===== src/rtl/counter_monitor.sv =====
// rtl/counter_monitor.sv - passive up-count sequence monitor with lock, error and wrap tracking
// Optional feature macro: COUNTER_MONITOR_RESYNC_EN (reacquire after a mismatch instead of faulting)
module counter_monitor #(
  parameter int Size       = 5,
  parameter int LockCycles = 2,
  parameter int ErrWidth   = 8,
  parameter int WrapWidth  = 8
) (
  input  logic                 clock,
  input  logic                 reset,
  input  logic                 enable,
  input  logic [Size-1:0]      count,
  output logic                 locked,
  output logic                 error,
  output logic                 fault,
  output logic [ErrWidth-1:0]  error_count,
  output logic [WrapWidth-1:0] wrap_count,
  output logic [Size-1:0]      first_bad,
  output logic [Size-1:0]      expected
);

  typedef enum logic [1:0] {
    UNSYNC  = 2'd0,
    ACQUIRE = 2'd1,
    LOCKED  = 2'd2,
    FAULT   = 2'd3
  } state_t;

  localparam logic [Size-1:0]      CountOne = Size'(1);
  localparam logic [ErrWidth-1:0]  ErrOne   = ErrWidth'(1);
  localparam logic [WrapWidth-1:0] WrapOne  = WrapWidth'(1);
  localparam logic [3:0]           LockTgt  = 4'(LockCycles);

  state_t               state_q, state_d;
  logic [Size-1:0]      prev_q, prev_d;
  logic [3:0]           match_q, match_d;
  logic                 locked_q, locked_d;
  logic                 error_q, error_d;
  logic                 fault_q, fault_d;
  logic [ErrWidth-1:0]  err_cnt_q, err_cnt_d;
  logic [WrapWidth-1:0] wrap_cnt_q, wrap_cnt_d;
  logic [Size-1:0]      first_bad_q, first_bad_d;
  logic [Size-1:0]      expected_q, expected_d;

  // Next-state and next-output decode; nothing moves unless a sample is taken
  always_comb begin
    state_d     = state_q;
    prev_d      = prev_q;
    match_d     = match_q;
    error_d     = 1'b0;
    err_cnt_d   = err_cnt_q;
    wrap_cnt_d  = wrap_cnt_q;
    first_bad_d = first_bad_q;
    expected_d  = expected_q;
    if (enable) begin
      case (state_q)
        UNSYNC: begin
          prev_d     = count;
          match_d    = 4'd0;
          expected_d = count + CountOne;
          state_d    = ACQUIRE;
        end
        ACQUIRE: begin
          if (count == prev_q + CountOne) begin
            match_d = match_q + 4'd1;
            if (match_q + 4'd1 >= LockTgt) state_d = LOCKED;
          end else begin
            match_d = 4'd0;
          end
          prev_d     = count;
          expected_d = count + CountOne;
        end
        LOCKED: begin
          if (count == expected_q) begin
            if (prev_q == '1 && count == '0) wrap_cnt_d = wrap_cnt_q + WrapOne;
            prev_d     = count;
            expected_d = count + CountOne;
          end else begin
            error_d = 1'b1;
            if (err_cnt_q != '1) err_cnt_d = err_cnt_q + ErrOne;
            if (err_cnt_q == '0) first_bad_d = count;
`ifdef COUNTER_MONITOR_RESYNC_EN
            prev_d     = count;
            match_d    = 4'd0;
            expected_d = count + CountOne;
            state_d    = ACQUIRE;
`else
            state_d    = FAULT;
`endif
          end
        end
        default: begin
          // FAULT: samples are ignored until reset
        end
      endcase
    end
    locked_d = (state_d == LOCKED);
`ifdef COUNTER_MONITOR_RESYNC_EN
    fault_d  = 1'b0;
`else
    fault_d  = (state_d == FAULT);
`endif
  end

  // State and output registers with synchronous active-high reset
  always_ff @(posedge clock) begin
    if (reset) begin
      state_q     <= UNSYNC;
      prev_q      <= '0;
      match_q     <= 4'd0;
      locked_q    <= 1'b0;
      error_q     <= 1'b0;
      fault_q     <= 1'b0;
      err_cnt_q   <= '0;
      wrap_cnt_q  <= '0;
      first_bad_q <= '0;
      expected_q  <= '0;
    end else begin
      state_q     <= state_d;
      prev_q      <= prev_d;
      match_q     <= match_d;
      locked_q    <= locked_d;
      error_q     <= error_d;
      fault_q     <= fault_d;
      err_cnt_q   <= err_cnt_d;
      wrap_cnt_q  <= wrap_cnt_d;
      first_bad_q <= first_bad_d;
      expected_q  <= expected_d;
    end
  end

  assign locked      = locked_q;
  assign error       = error_q;
  assign fault       = fault_q;
  assign error_count = err_cnt_q;
  assign wrap_count  = wrap_cnt_q;
  assign first_bad   = first_bad_q;
  assign expected    = expected_q;

endmodule


===== config.mk =====
export PLATFORM = sky130hd
export DESIGN_NAME = counter_monitor
export DESIGN_NICKNAME = d
export VERILOG_FILES = /design/src/rtl/counter_monitor.sv
export SDC_FILE = /design/constraint.sdc
export NUM_CORES = 1
export LEC_CHECK = 0
export CORE_ASPECT_RATIO = 1.25
export CORE_MARGIN = 2
export CORE_UTILIZATION = 47
export DETAILED_ROUTE_END_ITERATION = 8
export PLACE_DENSITY = 0.79
export SLEW_MARGIN = 0
export SYNTH_ARGS = -nofsm -noshare
export SYNTH_HDL_FRONTEND = slang
export SYNTH_SLANG_ARGS = --single-unit

===== constraint.sdc =====
create_clock -name clock -period 2.1 [get_ports clock]
set_clock_uncertainty 0.05 [all_clocks]
set_input_delay 0.525 -clock clock [delete_from_list [all_inputs] [get_ports clock]]
set_output_delay 0.525 -clock clock [all_outputs]
set_load 0.05 [all_outputs]

==> results.sh, run 1 <==
export IMPL_syn_mean_instance_area_sq_um=9.12
export IMPL_critPathLaunchType="flip-flop"
export IMPL_synth_nets=245
export IMPL_antenna_found_initial=0
export IMPL_grt_max_degree=19
export IMPL_seq_area_frac_synth_pct=38.5
export IMPL_hold_viol_final=0
export IMPL_cts_tree="built"
export IMPL_pre_cts_ws_ps=-425
export IMPL_clkSinkCount=40
export IMPL_viasPerCell=5.22
export IMPL_setup_viol=0
export IMPL_grt_use_total_pct=20.8
export IMPL_io_pins=37
export IMPL_yosys_top_cells_count="40 x dfxtp_1, 30 x nor2_1, 17 x mux2i_1, 15 x a21oi_1"
export IMPL_rsz0062_at_grt="true"
export IMPL_drv_cap=0
export IMPL_initialDrtViolationCount=65
export IMPL_dieArea_sq_mm=0.00497
export IMPL_final_area_sq_mm=0.00291
export IMPL_total_leakage_power_nw=1.27
export IMPL_drt_pass1_iterations=4
export IMPL_whs_ps=446
export IMPL_maxSlewHeadroom_pct=66.0
export IMPL_synth_most_common_cell="dfxtp_1"
export IMPL_syn_area_sq_mm=0.00208
export IMPL_synthFlopType="dfxtp_1"
export IMPL_place_gp_congestion=0.825
export IMPL_layout_setup_ws_ps=21.0
export IMPL_htreeDepth=2
export IMPL_fin_nets=313
export IMPL_yosys_warnings=0
export IMPL_hp_class="reg2reg"
export IMPL_finalCriticalPeriod_ps=2080
export IMPL_power_density_mw_per_mm2=523
export IMPL_port_buffers=36
export IMPL_worst_ep_arrival_time_ps=2220
export IMPL_dr_total_vias=1849
export IMPL_placedCellCount=343
export IMPL_status="finished clean"
export IMPL_synth_seq_cells=40
export IMPL_area_growth_pct=39.9
export IMPL_synthTopCellsByArea="dfxtp_1 39%, mux2i_1 8.2%, ha_1 5.4%"
export IMPL_num_rows=27
export IMPL_grt_overflow=0
export IMPL_min_period_over_period_pct=99.0
export IMPL_drc_errors=0
export IMPL_root_buffer="clkbuf_8"
export IMPL_routed_wl_um=4900
export IMPL_slew_viol_final=0
export IMPL_drive_above_1_share_pct=31.4
export IMPL_instances_no_fill=354
export IMPL_async_flop_share_pct=0
export IMPL_multi_input_area_sq_mm=0.00131
export IMPL_insertion_delay_ps=290
export IMPL_cts_buffer_depth=2
export IMPL_detail_route_antenna_nets=0
export IMPL_critPathCaptureType="flip-flop"
export IMPL_initial_core_util_pct=48.1
export IMPL_synth_top_cell_area_share_pct=38.5
export IMPL_fillers=367
export IMPL_ctsHoldBuffers=0
export IMPL_worstPathMaxFanout=3
export IMPL_die_x_um=63.5
export IMPL_grt_first_pass_wirelength_um=8290
export IMPL_wl_per_cell_um=13.8
export IMPL_yosys_area_top_type="dfxtp_1"
export IMPL_synthCells=228
export IMPL_fmax_mhz=481
export IMPL_synth_edf_count=0
export IMPL_n_antenna_cell=0
export IMPL_die_h_um=78.3
export IMPL_irDropWorstVdd_mv=0.346
export IMPL_core_sq_mm=0.00432
export IMPL_cts_buffers=5
export IMPL_placed_area_sq_mm=0.00266
export IMPL_clkTransAtPathRegs_ps=70
export IMPL_required_ps=2240
export IMPL_synth_cell_types=46
export IMPL_dp_hpwl_um=3360
export IMPL_worstSetupPathType="reg2reg"
export IMPL_grt_pass1_vias=1821
export IMPL_worstMarginPinSlew_ps=508
export IMPL_seqCellArea_sq_um=806
placed cells by master, fill, tap and decap left out, drive strengths merged, types with 2 or more instances in the layout:
| cell type | netlist | routed |
|---|---|---|
| nand2b | 3 | 3 |
| dfxtp | 40 | 40 |
| nor2 | 30 | 30 |
| o21ai | 5 | 5 |
| clkbuf | 6 | 6 |
| dlygate4sd2 | 0 | 2 |
| mux2i | 17 | 17 |
| buf | 4 | 52 |
| clkdlybuf4s50 | 0 | 10 |
| and3 | 3 | 3 |
| nor2b | 7 | 7 |
| or3 | 4 | 4 |
| inv | 9 | 9 |
| or4 | 3 | 3 |
| o31ai | 3 | 3 |
| xor2 | 8 | 8 |
| nand3 | 10 | 10 |
| xnor2 | 9 | 9 |
| a31o | 2 | 2 |
| and3b | 3 | 3 |
| dlymetal6s2s | 0 | 7 |
| nand4 | 5 | 5 |
| a21oi | 16 | 16 |
| nor3 | 5 | 5 |
| mux2 | 3 | 3 |
| nand2 | 8 | 8 |
| ha | 9 | 9 |
through the flow:
stage	TNS, ps	utilization [%]	power [mW]
after floorplan	-84.0	-	0.940
after global placement	-10370	61.5	1.02
after detailed placement	-10830	61.5	1.02
after CTS	-348	64.7	1.51
after global routing	-51.9	67.2	1.59
final	0	67.2	1.52
registers in the layout (all words and copies together), names as in the netlist:
signal	flops
error_count	8
wrap_count	8
expected	5
first_bad	5
prev_q	5
match_q	4
state_q	2
error	1
fault	1
locked	1
metal layers:
layer  track usage (%)  vias to the layer above  wire (um)
met5                 0                        -          0
met4              10.4                        0         88
met3              3.72                        8        125
met2              34.8                       29       2450
met1              25.5                      875       2240
li1                  -                      937          -
report_power, final:
part | switching (mW) | internal (mW) | total, mW
registers | 0.0188 | 0.774 | 0.793
logic | 0.134 | 0.116 | 0.250
clock network | 0.250 | 0.226 | 0.476
total | 0.403 | 1.12 | 1.52
worst paths after layout:
check / start / slack (ps) / depth (start not counted) / endpoint
worst min-delay path: wrap_count[7]$_SDFFE_PP0P_ / 450 / 2 / wrap_count[7]$_SDFFE_PP0P_
worst max-delay path: prev_q[0]$_SDFFE_PP0P_ / 20 / 8 / state_q[0]$_SDFF_PP0_
worst max register to register: prev_q[0]$_SDFFE_PP0P_ / 20 / 8 / state_q[0]$_SDFF_PP0_
worst min register to register: wrap_count[7]$_SDFFE_PP0P_ / 450 / 2 / wrap_count[7]$_SDFFE_PP0P_
cell families (layout without fill, tap and decap cells):
| family | after synthesis | in the layout | share of synthesized area [%] |
|---|---|---|---|
| AO/OA/AOI/OAI | 36 | 36 | 12.0 |
| AND/OR/NAND/NOR | 87 | 87 | 22.9 |
| XOR/XNOR | 17 | 17 | 7.53 |
| adder cells (fa/ha/maj) | 9 | 9 | 5.42 |
| buffers and inverters | 19 | 87 | 3.85 |
| multiplexers | 20 | 20 | 9.81 |
| flip-flops | 40 | 40 | 38.5 |
cell type report:
type                       instances  area share, %
inverter                           9           1.16
tap                               58           2.50
sequential                        40           27.7
clock buffer                       6           2.50
clock inverter                     1          0.172
multi-input combinational        169           45.1
timing repair buffer              71           20.9
critical path, cell delays in order, from the launching register on:
cell	delay, ps
dfxtp_2	340
ha_4	160
and3_4	180
ha_4	240
xnor2_2	140
nand4_1	120
or3_4	350
a41o_1	230
and3b_1	160
repair_timing:
| action | 4_1_cts | 5_1_grt |
|---|---|---|
| setup endpoints to repair | 25 | 37 |
| resized for setup | 13 | 23 |
| setup buffers | 3 | 1 |
| pin swaps | 8 | 7 |
Note: power is estimated with default switching activity, not from simulation.
==> run 2, diff against run 1 <==
--- a/config.mk
+++ b/config.mk
@@ -7,9 +7,9 @@
 export LEC_CHECK = 0
 export CORE_ASPECT_RATIO = 1.25
 export CORE_MARGIN = 2
-export CORE_UTILIZATION = 47
+export CORE_UTILIZATION = 52
 export DETAILED_ROUTE_END_ITERATION = 8
-export PLACE_DENSITY = 0.79
+export PLACE_DENSITY = 0.83
 export SLEW_MARGIN = 0
 export SYNTH_ARGS = -nofsm -noshare
 export SYNTH_HDL_FRONTEND = slang
==> constraint.sdc (replaced) <==
create_clock -name clock -period 2.2 [get_ports clock]
set_clock_uncertainty 0.05 [all_clocks]
set_input_delay 0.55 -clock clock [delete_from_list [all_inputs] [get_ports clock]]
set_output_delay 0.55 -clock clock [all_outputs]
set_load 0.05 [all_outputs]
==> run 2 against run 1 <==
  * Clock-buffer cell count rose by 2
  * Via count is 1.5% lower
  * Total power is 3.6% lower
  * Sequential cell count unchanged
  * Setup slack gained 23 ps
  * Sequential share of layout area rose by 0.39 points
  * Die area fell by 9.1%
  * Routed wire length decreased by 11%
==> results.sh, run 2 (same netlist as run 1, synthesis figures left out) <==
export IMPL_viasPerCell=5.22
export IMPL_irDropWorstVdd_mv=0.532
export IMPL_power_density_mw_per_mm2=513
export IMPL_instances_no_fill=349
export IMPL_drc_errors=0
export IMPL_core_sq_mm=0.00382
export IMPL_slew_viol_final=0
export IMPL_min_period_over_period_pct=98.0
export IMPL_total_leakage_power_nw=1.19
export IMPL_dieArea_sq_mm=0.00452
export IMPL_root_buffer="clkbuf_8"
export IMPL_worstPathCellList="clkdlybuf4s50_1"
export IMPL_final_util_pct=74.9
export IMPL_cp_slowest_stage_delay_ps=840
export IMPL_insertion_delay_ps=290
export IMPL_maxSlewHeadroom_pct=66.2
export IMPL_n_antenna_cell=0
export IMPL_clkSinkCount=40
export IMPL_critPathCaptureType="output pin"
export IMPL_die_h_um=74.7
export IMPL_hold_path_depth=2
export IMPL_reg2reg_slack_ps=90
export IMPL_drv_cap=0
export IMPL_htreeDepth=2
export IMPL_place_gp_congestion=0.812
export IMPL_cts_buffer_depth=2
export IMPL_reg2reg_to="state_q[0]$_SDFF_PP0_"
export IMPL_hold_viol_final=0
export IMPL_port_buffers=36
export IMPL_grt_pass1_vias=1717
export IMPL_grt_first_pass_wirelength_um=7220
export IMPL_drive_above_1_share_pct=20.3
export IMPL_critPathLaunchType="flip-flop"
export IMPL_detail_route_antenna_nets=0
export IMPL_area_growth_pct=37.5
export IMPL_status="finished clean"
export IMPL_worst_ep_arrival_time_ps=1560
export IMPL_dp_hpwl_um=3140
export IMPL_whs_ps=439
export IMPL_cp_top_family="buffers and inverters"
export IMPL_grt_use_total_pct=21.1
export IMPL_initialDrtViolationCount=80
export IMPL_dr_total_vias=1822
export IMPL_p_seq_share_pct=51.4
export IMPL_setup_viol=0
export IMPL_finalCriticalPeriod_ps=2160
export IMPL_r2r_start="prev_q[1]$_SDFFE_PP0P_"
export IMPL_p_int_mw=1.10
export IMPL_hold_path_end="wrap_count[7]$_SDFFE_PP0P_"
export IMPL_io_pins=37
export IMPL_path_buf_inv=1
export IMPL_holdCritStartpoint="wrap_count[7]$_SDFFE_PP0P_"
export IMPL_clkTransAtPathRegs_ps=70
export IMPL_clkPwrFrac_pct=33.6
export IMPL_hp_class="reg2reg"
export IMPL_required_ps=1600
export IMPL_final_common_cell="dfxtp_1"
export IMPL_drt_pass1_iterations=4
export IMPL_slowest_stage="clkdlybuf4s50_1"
export IMPL_cts_tree="built"
export IMPL_worstPathMaxFanout=6
export IMPL_ctsHoldBuffers=0
export IMPL_p_sw_share_pct=25.1
export IMPL_placedCellCount=339
export IMPL_fin_nets=311
export IMPL_grt_overflow=0
export IMPL_wl_per_cell_um=12.5
export IMPL_final_cell_mix="38 x dfxtp_1, 34 x buf_4, 30 x nor2_1"
export IMPL_grt_max_degree=46
export IMPL_rsz0062_at_grt="false"
export IMPL_fmax_mhz=464
export IMPL_worstSetupPathType="reg2out"
export IMPL_num_rows=25
export IMPL_worstMarginPinSlew_ps=506
export IMPL_antenna_found_initial=0
export IMPL_p_comb_share_pct=15.0
export IMPL_routed_wl_um=4360
export IMPL_power_switching_mw=0.368
export IMPL_cts_buffers=5
export IMPL_ff2ff_path_depth=8
export IMPL_die_x_um=60.5
export IMPL_initial_core_util_pct=54.5
[run 2: cell count changes in the layout (fill, tap and decap cells not counted), sizes merged]
| cell | before | now |
|---|---|---|
| clkdlybuf4s50 | 10 | 27 |
| buf | 52 | 35 |
| clkinv | 1 | 0 |
| clkbuf | 6 | 8 |
| dlymetal6s2s | 7 | 5 |
[run 2: what timing repair did]
| action | CTS | global route |
|---|---|---|
| pin swaps | 3 | 7 |
| resized for setup | 3 | 13 |
| buffers inserted | 0 | 2 |
| setup endpoints to repair | 4 | 20 |
[run 2: cell type report]
cell class                 instances  area [sq um]
sequential                        40           803
fill                             261           958
timing repair buffer              69           626
multi-input combinational        169          1240
inverter                           9          33.8
clock buffer                       8          90.1
tap                               54          67.6
[run 2: power by group through the flow]
stage | clock [mW] | sequential (mW) | combinational (mW)
6_report | 0.493 | 0.753 | 0.220
4_1_cts | 0.508 | 0.752 | 0.215
2_1_floorplan | 0 | 0.791 | 0.106
5_1_grt | 0.538 | 0.755 | 0.238
3_3_place_gp | 0 | 0.769 | 0.211
3_5_place_dp | 0 | 0.769 | 0.214
[run 2: metrics by stage]
stage | power [mW] | setup slack (ps) | area, sq um | TNS (ps)
2_1_floorplan | 0.897 | 39.7 | 2080 | 0
3_3_place_gp | 0.980 | -297 | 2700 | -6150
3_5_place_dp | 0.983 | -361 | 2700 | -7440
4_1_cts | 1.48 | 14.3 | 2800 | 0
5_1_grt | 1.53 | 0.133 | 2860 | 0
6_report | 1.47 | 44.3 | 2860 | 0
[run 2: routing by layer]
layer  share of wire [%]  GRT usage (%)  routed length, um
met1                  43           24.9               1870
met3                 3.6           5.15                159
met5                   0              0                  0
met4                 2.4           11.8                104
met2                  51           34.7               2230
[run 2: how the worst max path moves through the flow]
stage                                            from                         end  cells after the start
after floorplan                              count[4]  wrap_count[6]$_SDFFE_PP0P_                      6
after global placement                       count[3]  wrap_count[6]$_SDFFE_PP0P_                      7
after detailed placement                     count[3]  wrap_count[7]$_SDFFE_PP0P_                      7
after CTS                                    count[2]  wrap_count[7]$_SDFFE_PP0P_                      7
after global routing           prev_q[1]$_SDFFE_PP0P_       state_q[0]$_SDFF_PP0_                      8
final                     error_count[5]$_SDFFE_PP0P_              error_count[5]                      1
